--- src/rtl/serclk_pkg.sv ---
// serclk_pkg
// Shared definitions for the serial clock configuration sequencer:
// FSM state encodings, speed field layout and the power-on speed.
// No ports (package).
package serclk_pkg;

    typedef enum logic [1:0] {
        IDLE      = 2'd0,
        WAIT_IDLE = 2'd1,
        RESET_GEN = 2'd2,
        SETTLE    = 2'd3
    } serclk_state_t;

    localparam int SPEED_DIV_BIT = 3;
    localparam int SPEED_TAP_MSB = 2;

    // Divided, tap 3: divide by 2^4.
    localparam logic [3:0] DEFAULT_SPEED = 4'b1011;

    function automatic logic speed_is_divided(input logic [3:0] speed);
        return speed[SPEED_DIV_BIT];
    endfunction

endpackage

--- src/rtl/serclk_controller_if.sv ---
// serclk_controller_if
// Register-decode side of the sequencer: speed write strobe/data and the
// status readback (ready, pending, applied speed).
//   wr_en      one-cycle write strobe
//   wr_data    requested speed (bit 3 = divided, bits 2:0 = tap)
//   ready      no switch in progress and nothing pending
//   pending    a requested speed is waiting to be applied
//   cur_speed  applied speed readback
// master = register decode, slave = sequencer.
interface serclk_controller_if;
    logic       wr_en;
    logic [3:0] wr_data;
    logic       ready;
    logic       pending;
    logic [3:0] cur_speed;

    modport master (
        output wr_en,
        output wr_data,
        input  ready,
        input  pending,
        input  cur_speed
    );

    modport slave (
        input  wr_en,
        input  wr_data,
        output ready,
        output pending,
        output cur_speed
    );
endinterface

--- src/rtl/serclk_tick_detect.sv ---
// serclk_tick_detect
// Turns the fed-back divider output into a one-cycle clk-domain enable.
//   clk, reset  system clock, async active-low reset
//   serclk_in   divider output, synchronous to clk
//   divided     1: detect rising edges of serclk_in; 0: divider passes clk
//               through, so every cycle is a tick
//   clear       clears the edge history so the first divided edge is seen
//   hold        forces tick low while the divider is being switched
//   tick        one-cycle enable per serial clock period
module serclk_tick_detect (
    input  logic clk,
    input  logic reset,
    input  logic serclk_in,
    input  logic divided,
    input  logic clear,
    input  logic hold,
    output logic tick
);

    logic prev;

    always_ff @(posedge clk or negedge reset) begin
        if (!reset) begin
            prev <= 1'b0;
        end else if (clear) begin
            prev <= 1'b0;
        end else begin
            prev <= serclk_in;
        end
    end

    // Gated by reset so tick reads 0 while the block is held in reset.
    always_comb begin
        tick = 1'b0;
        if (reset && !hold) begin
            tick = divided ? (serclk_in & ~prev) : 1'b1;
        end
    end

endmodule

--- src/rtl/serclk_controller.sv ---
// serclk_controller
// Configuration sequencer for the serial clock divider. A speed write is
// held pending until the serial engine is idle, then the divider is held
// in reset, the new speed applied, the clock allowed to settle, and ready
// reported. Also produces the shifter tick enable from the divider output.
// Optional build macro: SERCLK_CTRL_TIMEOUT_EN (forces the switch after
// TIMEOUT_CYCLES busy cycles and adds the sticky timeout_flag output).
// Ports:
//   clk           system (Z80) clock
//   reset         async active-low reset
//   bus           slave side of serclk_controller_if (write + status)
//   serial_busy   serial engine mid-frame; speed must not change
//   serclk_in     divider output fed back, synchronous to clk
//   speed_select  divider speed select
//   gen_reset     active-high divider reset pulse
//   tick          one-cycle enable per serial clock period
//   timeout_flag  (optional) sticky, forced switch happened; cleared on write
//
// state     | meaning
// ----------+--------------------------------------------------------
// IDLE      | speed applied; leaves when a request is pending
// WAIT_IDLE | request pending, waiting for serial_busy to drop
// RESET_GEN | divider held in reset for RESET_CYCLES
// SETTLE    | new speed applied, waiting SETTLE_CYCLES for the clock
module serclk_controller #(
    parameter logic [3:0] DEFAULT_SPEED  = serclk_pkg::DEFAULT_SPEED,
    parameter int         RESET_CYCLES   = 2,
    parameter int         SETTLE_CYCLES  = 4,
    parameter int         TIMEOUT_CYCLES = 1024
) (
    input  logic                clk,
    input  logic                reset,
    serclk_controller_if.slave  bus,
    input  logic                serial_busy,
    input  logic                serclk_in,
    output logic [3:0]          speed_select,
    output logic                gen_reset,
    output logic                tick
`ifdef SERCLK_CTRL_TIMEOUT_EN
    ,output logic               timeout_flag
`endif
);

    import serclk_pkg::*;

    serclk_state_t state, state_nxt;
    logic [7:0]    cnt;
    logic [3:0]    pend_reg;
    logic          pending;
    logic          go;
    logic          cnt_zero;
    logic          write_ignored;
    logic          tick_clear;
    logic          tick_hold;

    assign cnt_zero      = (cnt == 8'd0);
    assign write_ignored = (state == IDLE) && (bus.wr_data == speed_select);

`ifdef SERCLK_CTRL_TIMEOUT_EN
    localparam int TW = $clog2(TIMEOUT_CYCLES + 1);
    logic [TW-1:0] tcnt;
    logic          timeout_hit;

    // Down-counter reloaded outside WAIT_IDLE; hits zero on the
    // TIMEOUT_CYCLES-th busy cycle spent waiting.
    assign timeout_hit = (state == WAIT_IDLE) && serial_busy && (tcnt == '0);

    always_ff @(posedge clk or negedge reset) begin
        if (!reset) begin
            tcnt         <= '0;
            timeout_flag <= 1'b0;
        end else begin
            if (state != WAIT_IDLE) begin
                tcnt <= TW'(TIMEOUT_CYCLES - 1);
            end else if (serial_busy && tcnt != '0) begin
                tcnt <= tcnt - 1'b1;
            end
            if (timeout_hit) begin
                timeout_flag <= 1'b1;
            end else if (bus.wr_en) begin
                timeout_flag <= 1'b0;
            end
        end
    end

    assign go = !serial_busy || timeout_hit;
`else
    assign go = !serial_busy;
`endif

    always_ff @(posedge clk or negedge reset) begin
        if (!reset) begin
            state <= IDLE;
        end else begin
            state <= state_nxt;
        end
    end

    always_comb begin
        state_nxt = state;
        unique case (state)
            IDLE:      if (pending)  state_nxt = WAIT_IDLE;
            WAIT_IDLE: if (go)       state_nxt = RESET_GEN;
            RESET_GEN: if (cnt_zero) state_nxt = SETTLE;
            SETTLE:    if (cnt_zero) state_nxt = IDLE;
            default:                 state_nxt = IDLE;
        endcase
    end

    always_comb begin
        bus.ready     = (state == IDLE) && !pending;
        bus.pending   = pending;
        bus.cur_speed = speed_select;
        tick_clear    = (state == RESET_GEN);
        tick_hold     = (state == RESET_GEN) || (state == SETTLE);
    end

    // Datapath registers updated alongside the state transitions.
    always_ff @(posedge clk or negedge reset) begin
        if (!reset) begin
            speed_select <= DEFAULT_SPEED;
            pend_reg     <= DEFAULT_SPEED;
            pending      <= 1'b0;
            gen_reset    <= 1'b0;
            cnt          <= 8'd0;
        end else begin
            if (bus.wr_en) begin
                pend_reg <= bus.wr_data;
                if (!write_ignored) begin
                    pending <= 1'b1;
                end
            end
            unique case (state)
                WAIT_IDLE: begin
                    if (go) begin
                        gen_reset <= 1'b1;
                        cnt       <= 8'(RESET_CYCLES - 1);
                    end
                end
                RESET_GEN: begin
                    if (cnt_zero) begin
                        gen_reset    <= 1'b0;
                        speed_select <= pend_reg;
                        cnt          <= 8'(SETTLE_CYCLES - 1);
                        // A write landing on this edge stays pending.
                        if (!bus.wr_en) begin
                            pending <= 1'b0;
                        end
                    end else begin
                        cnt <= cnt - 8'd1;
                    end
                end
                SETTLE: begin
                    if (!cnt_zero) begin
                        cnt <= cnt - 8'd1;
                    end
                end
                default: ;
            endcase
        end
    end

    serclk_tick_detect u_tick (
        .clk       (clk),
        .reset     (reset),
        .serclk_in (serclk_in),
        .divided   (speed_is_divided(speed_select)),
        .clear     (tick_clear),
        .hold      (tick_hold),
        .tick      (tick)
    );

endmodule

--- src/flat_wrapper.sv ---
// flat-port wrapper written by rule: the top's interface ports become plain ports
module serclk_controller_flat import serclk_pkg::*;
#(
    parameter logic [3:0] DEFAULT_SPEED  = serclk_pkg::DEFAULT_SPEED,
    parameter int         RESET_CYCLES   = 2,
    parameter int         SETTLE_CYCLES  = 4,
    parameter int         TIMEOUT_CYCLES = 1024
)
  (clk, reset, serial_busy, serclk_in, speed_select, gen_reset, tick, bus_wr_en, bus_wr_data, bus_ready, bus_pending, bus_cur_speed);
  serclk_controller_if bus_i ();
  input  logic clk;
  input  logic reset;
  input  logic serial_busy;
  input  logic serclk_in;
  output logic [3:0] speed_select;
  output logic gen_reset;
  output logic tick;
  input wire logic [$bits(bus_i.wr_en)-1:0] bus_wr_en;
  input wire logic [$bits(bus_i.wr_data)-1:0] bus_wr_data;
  output wire logic [$bits(bus_i.ready)-1:0] bus_ready;
  output wire logic [$bits(bus_i.pending)-1:0] bus_pending;
  output wire logic [$bits(bus_i.cur_speed)-1:0] bus_cur_speed;
  assign bus_i.wr_en = bus_wr_en;
  assign bus_i.wr_data = bus_wr_data;
  assign bus_ready = bus_i.ready;
  assign bus_pending = bus_i.pending;
  assign bus_cur_speed = bus_i.cur_speed;
  serclk_controller #(.DEFAULT_SPEED(DEFAULT_SPEED), .RESET_CYCLES(RESET_CYCLES), .SETTLE_CYCLES(SETTLE_CYCLES), .TIMEOUT_CYCLES(TIMEOUT_CYCLES)) u_core (.clk(clk), .reset(reset), .bus(bus_i), .serial_busy(serial_busy), .serclk_in(serclk_in), .speed_select(speed_select), .gen_reset(gen_reset), .tick(tick));
endmodule
--- config.mk ---
export PLATFORM = sky130hd
export DESIGN_NAME = serclk_controller_flat
export DESIGN_NICKNAME = d
export VERILOG_FILES = /design/src/rtl/serclk_pkg.sv /design/src/rtl/serclk_controller_if.sv /design/src/rtl/serclk_tick_detect.sv /design/src/rtl/serclk_controller.sv /design/src/flat_wrapper.sv
export SDC_FILE = /design/constraint.sdc
export NUM_CORES = 1
export LEC_CHECK = 0
export CAP_MARGIN = 10
export CORE_UTILIZATION = 31
export CTS_CLUSTER_SIZE = 12
export DETAILED_ROUTE_END_ITERATION = 8
export PLACE_DENSITY = 0.49
export SLEW_MARGIN = 20
export SYNTH_ARGS = -nofsm -noshare
export SYNTH_HDL_FRONTEND = slang
export SYNTH_HIERARCHICAL = 1
export SYNTH_SLANG_ARGS = --single-unit
export TNS_END_PERCENT = 30
--- constraint.sdc ---
create_clock -name clk -period 2.1 [get_ports clk]
set_input_delay 0.42 -clock clk [delete_from_list [all_inputs] [get_ports clk]]
set_output_delay 0.42 -clock clk [all_outputs]
set_load 0.02 [all_outputs]
==> out/results.tsv <==
metric	value	unit
clk_latency	260	ps
layout-drive-gt1-share	0.324	
p_total	0.00236	W
io_pins	21	
setup-tns-final	0	ps
worstMarginPinSlew	415	ps
first_global_vias	917	
grt_overflow	0	
drt_iter0_drc	35	
crit_type	reg2reg	
status	complete, no violations	
cp-start-kind	flop	
max_stage_delay	460	ps
synth.most_common_cell	dfrtp_1	
antenna_found_initial	0	
setup_viol	0	
rsz0062_at_grt	no	
fmax	0.507	GHz
cts_sinks	21	
cts.clk_slew.worst_paths	80	ps
place_ws	-65.6	ps
synth_nets	118	
yosys-top-cells-area	dfrtp_1 (32%), dfstp_2 (14%), mux2_2 (8.7%)	
synth_cell_type_count	34	
crit_fanout	11	
arrival	2160	ps
grt_pass1_wl	4120	um
ir_drop	0.518	mV
routed_wl	2380	um
cp_slowest_cell	or4_1	
cts_buffer_depth	2	
synth_area	1170	sq um
ys_seq_elements	21	
period_share	0.939	
end_kind	flop	
diodes	0	
design_area	1550	sq um
first_pass_iters	4	
fp-row-count	21	
p_leak	0.684	nW
drv_slew	0	
fin_skew	0.951	ps
synthArstFlopShare	1.00	
cp_cell_sequence	inv_1, buf_4, ha_1, a21o_1, a41o_4, or4_1, a21oi_1	
drv_cap	0	
synth_top_area_frac	0.322	
htreeDepth	1	
gp_congestion	0.721	
num_vias	895	
start_util	0.336	
viasPerCell	4.92	
die-area	4010	sq um
route.detailed.drc	0	
nets	153	
relSlewSlack	0.721	
power.density	1520	nW/um^2
area_growth	33.0	%
yosysWarningCount	6	
hold_class	reg2reg	
detailed_place_hpwl	1780	um
cp_data_required_time	2280	ps
cts_tree	built	
cts_hold_buf	0	
period_needed	1970	ps
ys.flop_type	dfrtp_1	
die_w	63.3	um
core	3470	sq um
synth_common_cells	dfrtp_1 (15), mux2_2 (9), a21oi_1 (8)	
largest_reg_flops	8	
die_y	63.3	um
track_usage	0.136	
synth_edf_count	0	
placed_area	1500	sq um
root_buffer	clkbuf_8	
ant_nets	0	
grt_max_degree	22	
portBuffers	20	
synth.avg_cell_area	11.4	sq um
synth_top_area_cell	dfrtp_1	
routedWlPerCell	13.1	um
hold_violations	0	
synthCells	102	
worst_slack	127	ps
seq_area_frac_synth	0.457	
cts_made_buffers	3	
==> final cells by class <==
| class | count | area, sq um |
|---|---|---|
| clock buffers | 4 | 45.0 |
| fillers | 349 | 1920 |
| inverters | 6 | 22.5 |
| multi-input cells | 70 | 587 |
| flip-flops and latches | 21 | 533 |
| well taps | 46 | 57.6 |
| repair buffers | 35 | 307 |
==> layer usage <==
metal / routed length (um) / track usage / vias to the layer above
li1: - / - / 440
met3: 62 / 0.0236 / 4
met1: 1150 / 0.167 / 435
met5: 0 / 0 / -
met4: 63 / 0.0938 / 0
met2: 1100 / 0.214 / 16
==> worst paths after layout <==
| kind | from | to | slack [ps] | cells past startpoint |
|---|---|---|---|---|
| max in group asynchronous | reset | u_core/pend_reg[1] | 1240 | 2 |
| hold reg to reg | u_core/cnt[1] | u_core/cnt[1] | 500 | 1 |
| setup / recovery | u_core/state[0] | u_core/cnt[5] | 130 | 7 |
| min in group asynchronous | reset | u_core/cnt[3] | 580 | 2 |
| hold / removal | u_core/cnt[1] | u_core/cnt[1] | 500 | 1 |
| setup reg to reg | u_core/state[0] | u_core/cnt[5] | 130 | 7 |
==> cell families after synthesis <==
group | share of synthesized area
fa+ha+maj | 0.0751
compound gates | 0.156
flops | 0.457
simple gates | 0.137
xor+xnor | 0.0300
buf+inv | 0.0494
mux | 0.0955
==> worst max-delay path: cells and delay by family, from the launching register on <==
| family | cells | cell delay [ps] |
|---|---|---|
| buf+inv | 2 | 200 |
| simple gates | 1 | 460 |
| compound gates | 3 | 640 |
| flops | 1 | 370 |
| fa+ha+maj | 1 | 200 |
==> cells in the final DEF (no fill, tap or decap), drive strengths merged, types with 5 or more instances in the layout <==
| cell type | Yosys | routed |
|---|---|---|
| inv | 6 | 6 |
| a21oi | 10 | 10 |
| ha | 7 | 7 |
| buf | 5 | 16 |
| or4 | 5 | 5 |
| clkdlybuf4s50 | 0 | 18 |
| dfrtp | 15 | 15 |
| dfstp | 6 | 6 |
| mux2 | 9 | 9 |
==> power by group <==
group	internal, W	switching (W)
Clock	0.000135	0.000132
Combinational	0.000710	0.000676
Sequential	0.000576	0.000135
==> repair_timing <==
| item | CTS | global route |
|---|---|---|
| endpoints found under the setup margin | 2 | 4 |
| gates resized for setup | 4 | 3 |
| buffers inserted | 0 | 0 |
==> metrics by stage <==
stage	std cells	hold slack (ps)	utilization
2_1_floorplan	102	124	-
3_3_place_gp	178	485	0.433
3_5_place_dp	178	490	0.433
4_1_cts	182	507	0.446
5_1_grt	182	530	0.447
6_report	182	502	0.447
Power figures use the tool's default switching activity.
